**src/rtl/vend_pkg.sv**
```systemverilog
// Shared types and constants for the vending controller: FSM states, coin codes,
// denomination values, error codes and the slot price function.
// Pure declarations; no latency or backpressure of its own.
package vend_pkg;

   typedef enum logic [2:0] {
      ST_IDLE,
      ST_CREDIT,
      ST_LOOKUP,
      ST_DISPENSE,
      ST_CHANGE
   } state_t;

   localparam logic [3:0] MONEY_500  = 4'b0001;
   localparam logic [3:0] MONEY_1000 = 4'b0010;
   localparam logic [3:0] MONEY_2000 = 4'b0100;
   localparam logic [3:0] MONEY_5000 = 4'b1000;

   localparam logic [15:0] VALUE_500  = 16'd500;
   localparam logic [15:0] VALUE_1000 = 16'd1000;
   localparam logic [15:0] VALUE_2000 = 16'd2000;
   localparam logic [15:0] VALUE_5000 = 16'd5000;

   localparam logic [3:0] ERR_NONE    = 4'b0000;
   localparam logic [3:0] ERR_COIN    = 4'b0001;
   localparam logic [3:0] ERR_FUNDS   = 4'b0010;
   localparam logic [3:0] ERR_SOLDOUT = 4'b0100;
   localparam logic [3:0] ERR_BUSY    = 4'b1000;

   // Slot n costs 500*(n+1): 500 for slot 0 up to 4000 for slot 7.
   function automatic logic [15:0] price_of(input logic [2:0] slot);
      return VALUE_500 * ({13'd0, slot} + 16'd1);
   endfunction

   // Value of a coin code; zero flags an invalid (non one-hot) code.
   function automatic logic [15:0] coin_value(input logic [3:0] money);
      case (money)
         MONEY_500:  return VALUE_500;
         MONEY_1000: return VALUE_1000;
         MONEY_2000: return VALUE_2000;
         MONEY_5000: return VALUE_5000;
         default:    return 16'd0;
      endcase
   endfunction

endpackage

```
**src/rtl/vend_if.sv**
```systemverilog
// Strobe/status bundle between a vending front panel (master) and the controller (slave).
// Wires only; no latency.
// No backpressure: requests are one-cycle strobes, the slave reports busy.
interface vend_if;
   logic        coin_valid;
   logic [3:0]  money_type;
   logic        select_valid;
   logic [2:0]  address;
   logic        cancel;
   logic        restock;
   logic [15:0] credit;
   logic        busy;
   logic        dispense_valid;
   logic [2:0]  dispense_addr;
   logic        change_valid;
   logic [15:0] change_amount;
   logic [3:0]  error;

   modport master (
      output coin_valid, money_type, select_valid, address, cancel, restock,
      input  credit, busy, dispense_valid, dispense_addr, change_valid, change_amount, error
   );

   modport slave (
      input  coin_valid, money_type, select_valid, address, cancel, restock,
      output credit, busy, dispense_valid, dispense_addr, change_valid, change_amount, error
   );
endinterface

```
**src/rtl/vend_price_rom.sv**
```systemverilog
// Slot address to 16-bit price lookup.
// Purely combinational, zero cycles.
// No handshake; output follows the address.
module vend_price_rom
   import vend_pkg::*;
(
   input  logic [2:0]  address,
   output logic [15:0] price
);

   assign price = price_of(address);

endmodule

```
**src/rtl/vend_controller.sv**
```systemverilog
// Vending controller: coin credit, price lookup, vend and refund sequencing.
// Latency: coin->credit 1 cycle, select->dispense_valid 2 cycles, change 1 cycle after dispense.
// No backpressure: strobes seen while busy are dropped with an ERR_BUSY pulse. Macro VEND_STOCK_EN adds stock.
module vend_controller
   import vend_pkg::*;
#(
   parameter int MAX_CREDIT = 20000,
   parameter int STOCK_INIT = 8
) (
   input  logic  clock,
   input  logic  reset,
   vend_if.slave bus
);

   state_t      state, state_nxt;
   logic [15:0] credit_q, credit_nxt;
   logic [2:0]  slot_q, slot_nxt;
   logic [15:0] price_q, price_nxt;
   logic [3:0]  error_q, error_nxt;
   logic [15:0] rom_price;
   logic [15:0] coin_val;
   logic [16:0] coin_sum;
   logic        soldout;
   logic        idle_like;
   logic        busy_strobe;

   vend_price_rom u_price_rom (
      .address (bus.address),
      .price   (rom_price)
   );

   assign coin_val    = coin_value(bus.money_type);
   assign coin_sum    = {1'b0, credit_q} + {1'b0, coin_val};
   assign idle_like   = (state == ST_IDLE) || (state == ST_CREDIT);
   assign busy_strobe = bus.coin_valid || bus.select_valid;

`ifdef VEND_STOCK_EN
   localparam logic [7:0] STOCK_RELOAD = 8'(STOCK_INIT);
   logic [7:0] stock_q [8];

   // Stock counts: reload on reset or restock while not busy, count down on each vend.
   always_ff @(posedge clock or posedge reset) begin
      if (reset) begin
         for (int i = 0; i < 8; i++) stock_q[i] <= STOCK_RELOAD;
      end else if (bus.restock && idle_like) begin
         for (int i = 0; i < 8; i++) stock_q[i] <= STOCK_RELOAD;
      end else if (state == ST_DISPENSE) begin
         stock_q[slot_q] <= stock_q[slot_q] - 8'd1;
      end
   end

   assign soldout = (stock_q[slot_q] == 8'd0);
`else
   logic unused_cfg;
   assign unused_cfg = ^{bus.restock, 8'(STOCK_INIT)};
   assign soldout    = 1'b0;
`endif

   // Next-state and datapath updates. A failed lookup's error outranks a
   // simultaneous ERR_BUSY because the error output is one-hot.
   always_comb begin
      state_nxt  = state;
      credit_nxt = credit_q;
      slot_nxt   = slot_q;
      price_nxt  = price_q;
      error_nxt  = ERR_NONE;
      case (state)
         ST_IDLE, ST_CREDIT: begin
            if (bus.cancel) begin
               if (state == ST_CREDIT) state_nxt = ST_CHANGE;
               if (bus.coin_valid) error_nxt = ERR_BUSY;
            end else if (bus.select_valid) begin
               slot_nxt  = bus.address;
               price_nxt = rom_price;
               state_nxt = ST_LOOKUP;
               if (bus.coin_valid) error_nxt = ERR_BUSY;
            end else if (bus.coin_valid) begin
               if (coin_val == 16'd0 || coin_sum > 17'(MAX_CREDIT)) begin
                  error_nxt = ERR_COIN;
               end else begin
                  credit_nxt = coin_sum[15:0];
                  state_nxt  = ST_CREDIT;
               end
            end
         end
         ST_LOOKUP: begin
            if (busy_strobe) error_nxt = ERR_BUSY;
            if (soldout || credit_q < price_q) begin
               error_nxt = soldout ? ERR_SOLDOUT : ERR_FUNDS;
               state_nxt = (credit_q == 16'd0) ? ST_IDLE : ST_CREDIT;
            end else begin
               state_nxt = ST_DISPENSE;
            end
         end
         ST_DISPENSE: begin
            if (busy_strobe) error_nxt = ERR_BUSY;
            credit_nxt = credit_q - price_q;
            state_nxt  = (credit_q == price_q) ? ST_IDLE : ST_CHANGE;
         end
         ST_CHANGE: begin
            if (busy_strobe) error_nxt = ERR_BUSY;
            credit_nxt = 16'd0;
            state_nxt  = ST_IDLE;
         end
         default: begin
            state_nxt = ST_IDLE;
         end
      endcase
   end

   // FSM state register.
   always_ff @(posedge clock or posedge reset) begin
      if (reset) state <= ST_IDLE;
      else       state <= state_nxt;
   end

   // Credit, latched selection and the registered one-cycle error pulse.
   always_ff @(posedge clock or posedge reset) begin
      if (reset) begin
         credit_q <= 16'd0;
         slot_q   <= 3'd0;
         price_q  <= 16'd0;
         error_q  <= ERR_NONE;
      end else begin
         credit_q <= credit_nxt;
         slot_q   <= slot_nxt;
         price_q  <= price_nxt;
         error_q  <= error_nxt;
      end
   end

   assign bus.credit         = credit_q;
   assign bus.busy           = (state == ST_LOOKUP) || (state == ST_DISPENSE) || (state == ST_CHANGE);
   assign bus.dispense_valid = (state == ST_DISPENSE);
   assign bus.dispense_addr  = (state == ST_DISPENSE) ? slot_q : 3'd0;
   assign bus.change_valid   = (state == ST_CHANGE);
   assign bus.change_amount  = (state == ST_CHANGE) ? credit_q : 16'd0;
   assign bus.error          = error_q;

endmodule

```
**src/flat_wrapper.sv**
```systemverilog
// flat-port wrapper written by rule: the top's interface ports become plain ports
module vend_controller_flat import vend_pkg::*;
#(
   parameter int MAX_CREDIT = 20000,
   parameter int STOCK_INIT = 8
)
  (clock, reset, bus_coin_valid, bus_money_type, bus_select_valid, bus_address, bus_cancel, bus_restock, bus_credit, bus_busy, bus_dispense_valid, bus_dispense_addr, bus_change_valid, bus_change_amount, bus_error);
  vend_if bus_i ();
  input  logic clock;
  input  logic reset;
  input wire logic [$bits(bus_i.coin_valid)-1:0] bus_coin_valid;
  input wire logic [$bits(bus_i.money_type)-1:0] bus_money_type;
  input wire logic [$bits(bus_i.select_valid)-1:0] bus_select_valid;
  input wire logic [$bits(bus_i.address)-1:0] bus_address;
  input wire logic [$bits(bus_i.cancel)-1:0] bus_cancel;
  input wire logic [$bits(bus_i.restock)-1:0] bus_restock;
  output wire logic [$bits(bus_i.credit)-1:0] bus_credit;
  output wire logic [$bits(bus_i.busy)-1:0] bus_busy;
  output wire logic [$bits(bus_i.dispense_valid)-1:0] bus_dispense_valid;
  output wire logic [$bits(bus_i.dispense_addr)-1:0] bus_dispense_addr;
  output wire logic [$bits(bus_i.change_valid)-1:0] bus_change_valid;
  output wire logic [$bits(bus_i.change_amount)-1:0] bus_change_amount;
  output wire logic [$bits(bus_i.error)-1:0] bus_error;
  assign bus_i.coin_valid = bus_coin_valid;
  assign bus_i.money_type = bus_money_type;
  assign bus_i.select_valid = bus_select_valid;
  assign bus_i.address = bus_address;
  assign bus_i.cancel = bus_cancel;
  assign bus_i.restock = bus_restock;
  assign bus_credit = bus_i.credit;
  assign bus_busy = bus_i.busy;
  assign bus_dispense_valid = bus_i.dispense_valid;
  assign bus_dispense_addr = bus_i.dispense_addr;
  assign bus_change_valid = bus_i.change_valid;
  assign bus_change_amount = bus_i.change_amount;
  assign bus_error = bus_i.error;
  vend_controller #(.MAX_CREDIT(MAX_CREDIT), .STOCK_INIT(STOCK_INIT)) u_core (.clock(clock), .reset(reset), .bus(bus_i));
endmodule
```
**config.mk**
```make
export PLATFORM = sky130hd
export DESIGN_NAME = vend_controller_flat
export DESIGN_NICKNAME = d
export VERILOG_FILES = /design/src/rtl/vend_pkg.sv /design/src/rtl/vend_if.sv /design/src/rtl/vend_price_rom.sv /design/src/rtl/vend_controller.sv /design/src/flat_wrapper.sv
export SDC_FILE = /design/constraint.sdc
export NUM_CORES = 1
export LEC_CHECK = 0
export ABC_AREA = 0
export CELL_PAD_IN_SITES_DETAIL_PLACEMENT = 1
export CELL_PAD_IN_SITES_GLOBAL_PLACEMENT = 2
export CORE_ASPECT_RATIO = 1.5
export CORE_MARGIN = 8
export CORE_UTILIZATION = 34
export DETAILED_ROUTE_END_ITERATION = 12
export PLACE_DENSITY = 0.91
export SYNTH_ARGS = -nofsm -noshare
export SYNTH_HDL_FRONTEND = slang
export SYNTH_SLANG_ARGS = --single-unit
```
**constraint.sdc**
```tcl
create_clock -name clock -period 4.17 [get_ports clock]
set_input_delay 0.417 -clock clock [delete_from_list [all_inputs] [get_ports clock]]
set_output_delay 0.417 -clock clock [all_outputs]
set_load 0.01 [all_outputs]
```
==> impl_metrics.env <==
export IMPL_synth_enable_flop_cells=0
export IMPL_dp_cells=653
export IMPL_drt_vias_per_instance=5.37
export IMPL_worstSkewPairLatency_ps=290
export IMPL_grt_max_degree=22
export IMPL_stdcell_count=662
export IMPL_grt_pass1_vias=3832
export IMPL_gp_congestion=0.887
export IMPL_synth_area_top_cells="dfrtp_1 23%, ha_1 13%, fa_1 4.8%"
export IMPL_cts_path_max_buffers=2
export IMPL_overflow=0
export IMPL_core_area_sq_um=10900
export IMPL_syn2layout_area_growth_pct=29.2
export IMPL_endpoint_kind="flop"
export IMPL_synth_cell_types=65
export IMPL_drt_iter0_markers=126
export IMPL_drive_gt1_frac=0.142
export IMPL_initial_core_util=0.344
export IMPL_clock_skew_ps=7.96
export IMPL_ys_seq_area_frac=0.234
export IMPL_die_height_um=145
export IMPL_worstSetupPathType="primary input to flop"
export IMPL_io_pins=55
export IMPL_ys_async_sr_fraction=1.00
export IMPL_port_buffers=48
export IMPL_clock_root_buffer="clkbuf_16"
export IMPL_syn_cell_area_sq_um=3740
export IMPL_relSlewSlack=0.539
export IMPL_antenna_found_initial=0
export IMPL_power_density_nw_per_um2=708
export IMPL_max_freq_mhz=264
export IMPL_worst_pin_slew_ps=690
export IMPL_drv_cap=0
export IMPL_hold_viol=0
export IMPL_drcViolationCount=0
export IMPL_nNetsFinal=574
export IMPL_numCtsBuffers=5
export IMPL_synth_largest_area_cell="dfrtp_1"
export IMPL_period_needed_ps=3780
export IMPL_finalMaxSlewViolations=0
export IMPL_wl_per_cell_um=17.8
export IMPL_synth_area_per_cell_sq_um=8.55
export IMPL_cp_max_fo=13
export IMPL_crit_required_ps=4340
export IMPL_die_w_um=102
export IMPL_synth_flop_cell="dfrtp_1"
export IMPL_period_share=0.907
export IMPL_rows=47
export IMPL_dieArea_sq_um=14700
export IMPL_startpoint_type="primary input"
export IMPL_grt_usage=0.169
export IMPL_netlist_area_leader_share=0.234
export IMPL_yosysWarnings=0
export IMPL_setup_viol=0
export IMPL_ctsHtreeMaxLevel=2
export IMPL_p_total_uw=3420
export IMPL_grt_pass1_wl_um=19400
export IMPL_num_vias=3553
export IMPL_antenna_left=0
export IMPL_tritoncts="yes"
export IMPL_power_leakage_uw=0.00240
export IMPL_dp_hpwl_um=9530
export IMPL_dr_pass1_iters=4
export IMPL_hold_class="flop to flop"
export IMPL_clk_pin_slew_worst_paths_ps=60
export IMPL_status="finished, final reports clean"
export IMPL_critPathArrivalTime_ps=3950
export IMPL_totalWireLength_um=11800
export IMPL_ir_drop_mv=0.226
export IMPL_ys_seq_elements=35
export IMPL_n_antenna_cell=0
export IMPL_cts_sinks=35
export IMPL_synth_cells=438
export IMPL_rsz0062_at_grt="false"
==> routing by layer <==
layer	routed length, um	track usage	up-vias
met1	4230	0.157	1762
met5	0	0	-
li1	-	-	1708
met4	380	0.0898	0
met3	318	0.0193	21
met2	6870	0.342	62
==> power by group <==
group | internal, uW | switching, uW
Combinational | 1080 | 1200
Clock | 282 | 153
Sequential | 481 | 225
Total | 1850 | 1580
==> cell usage after synthesis, types with 3 or more instances <==
library cell and count:
a221oi_1 3, o21ai_0 26, and3_1 19, nor2b_1 5
inv_1 37, xnor2_1 9, o21a_1 4, mux2_2 5
nand2b_1 5, nor4_1 3, a211oi_1 7, o211ai_1 6
a21oi_1 22, nand2_1 45, a211o_1 3, buf_4 5
nor3_1 7, o21bai_1 3, a22oi_1 5, mux2i_1 6
mux2_4 5, xor2_1 14, ha_1 38, nor2_1 25
o22ai_1 5, fa_1 9, clkbuf_1 16, nand3_1 3
or3_1 4, or2_2 3, dfrtp_1 35, a2111o_1 3
a21o_1 13
==> cell usage in the layout, fill, tap and decap left out, types with 6 or more instances in the layout <==
cell type         n
a211oi_1          6
a21o_1           13
a21oi_1          22
and3_1           19
buf_4            39
clkdlybuf4s50_1  44
dfrtp_1          35
fa_1              9
ha_1             38
inv_1            37
mux2i_1           6
nand2_1          45
nor2_1           25
o211ai_1          6
o21ai_0          26
xnor2_1           9
xor2_1           13
==> final timing paths <==
check,start,end,slack [ps],cells past startpoint
worst max-delay path,bus_money_type[3],u_core.bus.credit[12],390,17
worst min-delay path,u_core.slot_q[2],u_core.slot_q[2],480,2
worst max register to register,u_core.bus.credit[2],u_core.bus.credit[12],550,12
worst min register to register,u_core.slot_q[2],u_core.slot_q[2],480,2
max in group asynchronous,reset,u_core.bus.credit[3],2930,3
min in group asynchronous,reset,u_core.bus.error[1],530,2
==> cell type report <==
type                            instances  area, sq um
Clock inverter                          3         43.8
Timing Repair Buffer                   88          803
Fill cell                            1282         6040
Multi-Input combinational cell        346         2660
Sequential cell                        35          876
Inverter                               38          143
Clock buffer                            5          125
Tap cell                              147          184
==> worst max-delay path: stages <==
cell and delay, ps:
dlymetal6s2s_1 200, buf_4 170, xor2_1 130, mux2i_1 120
o32a_1 220, inv_1 80, ha_1 340, a2111o_1 450
buf_4 150, o211ai_1 150, o211ai_1 180, a2111oi_4 300
buf_4 190, nor4b_4 60, o31ai_4 230, buf_12 190
mux2_2 350
==> per-stage QoR <==
stage	setup WS, ps	hold WS (ps)	instance area (sq um)	TNS (ps)	utilization
4_1_cts	44.6	476	4790	0	0.440
6_report	387	475	4840	0	0.445
3_3_place_gp	-113	459	4620	-936	0.424
5_1_grt	155	506	4840	0	0.445
3_5_place_dp	-330	461	4620	-3700	0.424
2_1_floorplan	331	437	3760	0	-
==> timing repair <==
item                       4_1_cts  5_1_grt
setup endpoints to repair        6       13
gates resized for setup          1        9
hold buffers                     0        0
buffers inserted                 0        1
pin swaps                        0        3
==> flip-flops by register name (all words and copies together), names as in the netlist <==
register           count
u_core.state           3
u_core.bus.credit     14
u_core.price_q        12
u_core.slot_q          3
u_core.bus.error       3
==> cells by family after synthesis <==
group | count (synthesis) | synth area share
other cells | 1 | 0.00100
xor+xnor | 23 | 0.0538
mux | 16 | 0.0511
compound gates | 126 | 0.242
buf+inv | 61 | 0.0685
simple gates | 129 | 0.175
flops | 35 | 0.234
fa+ha+maj | 47 | 0.175
No activity file was read; power rests on OpenSTA's default activity.
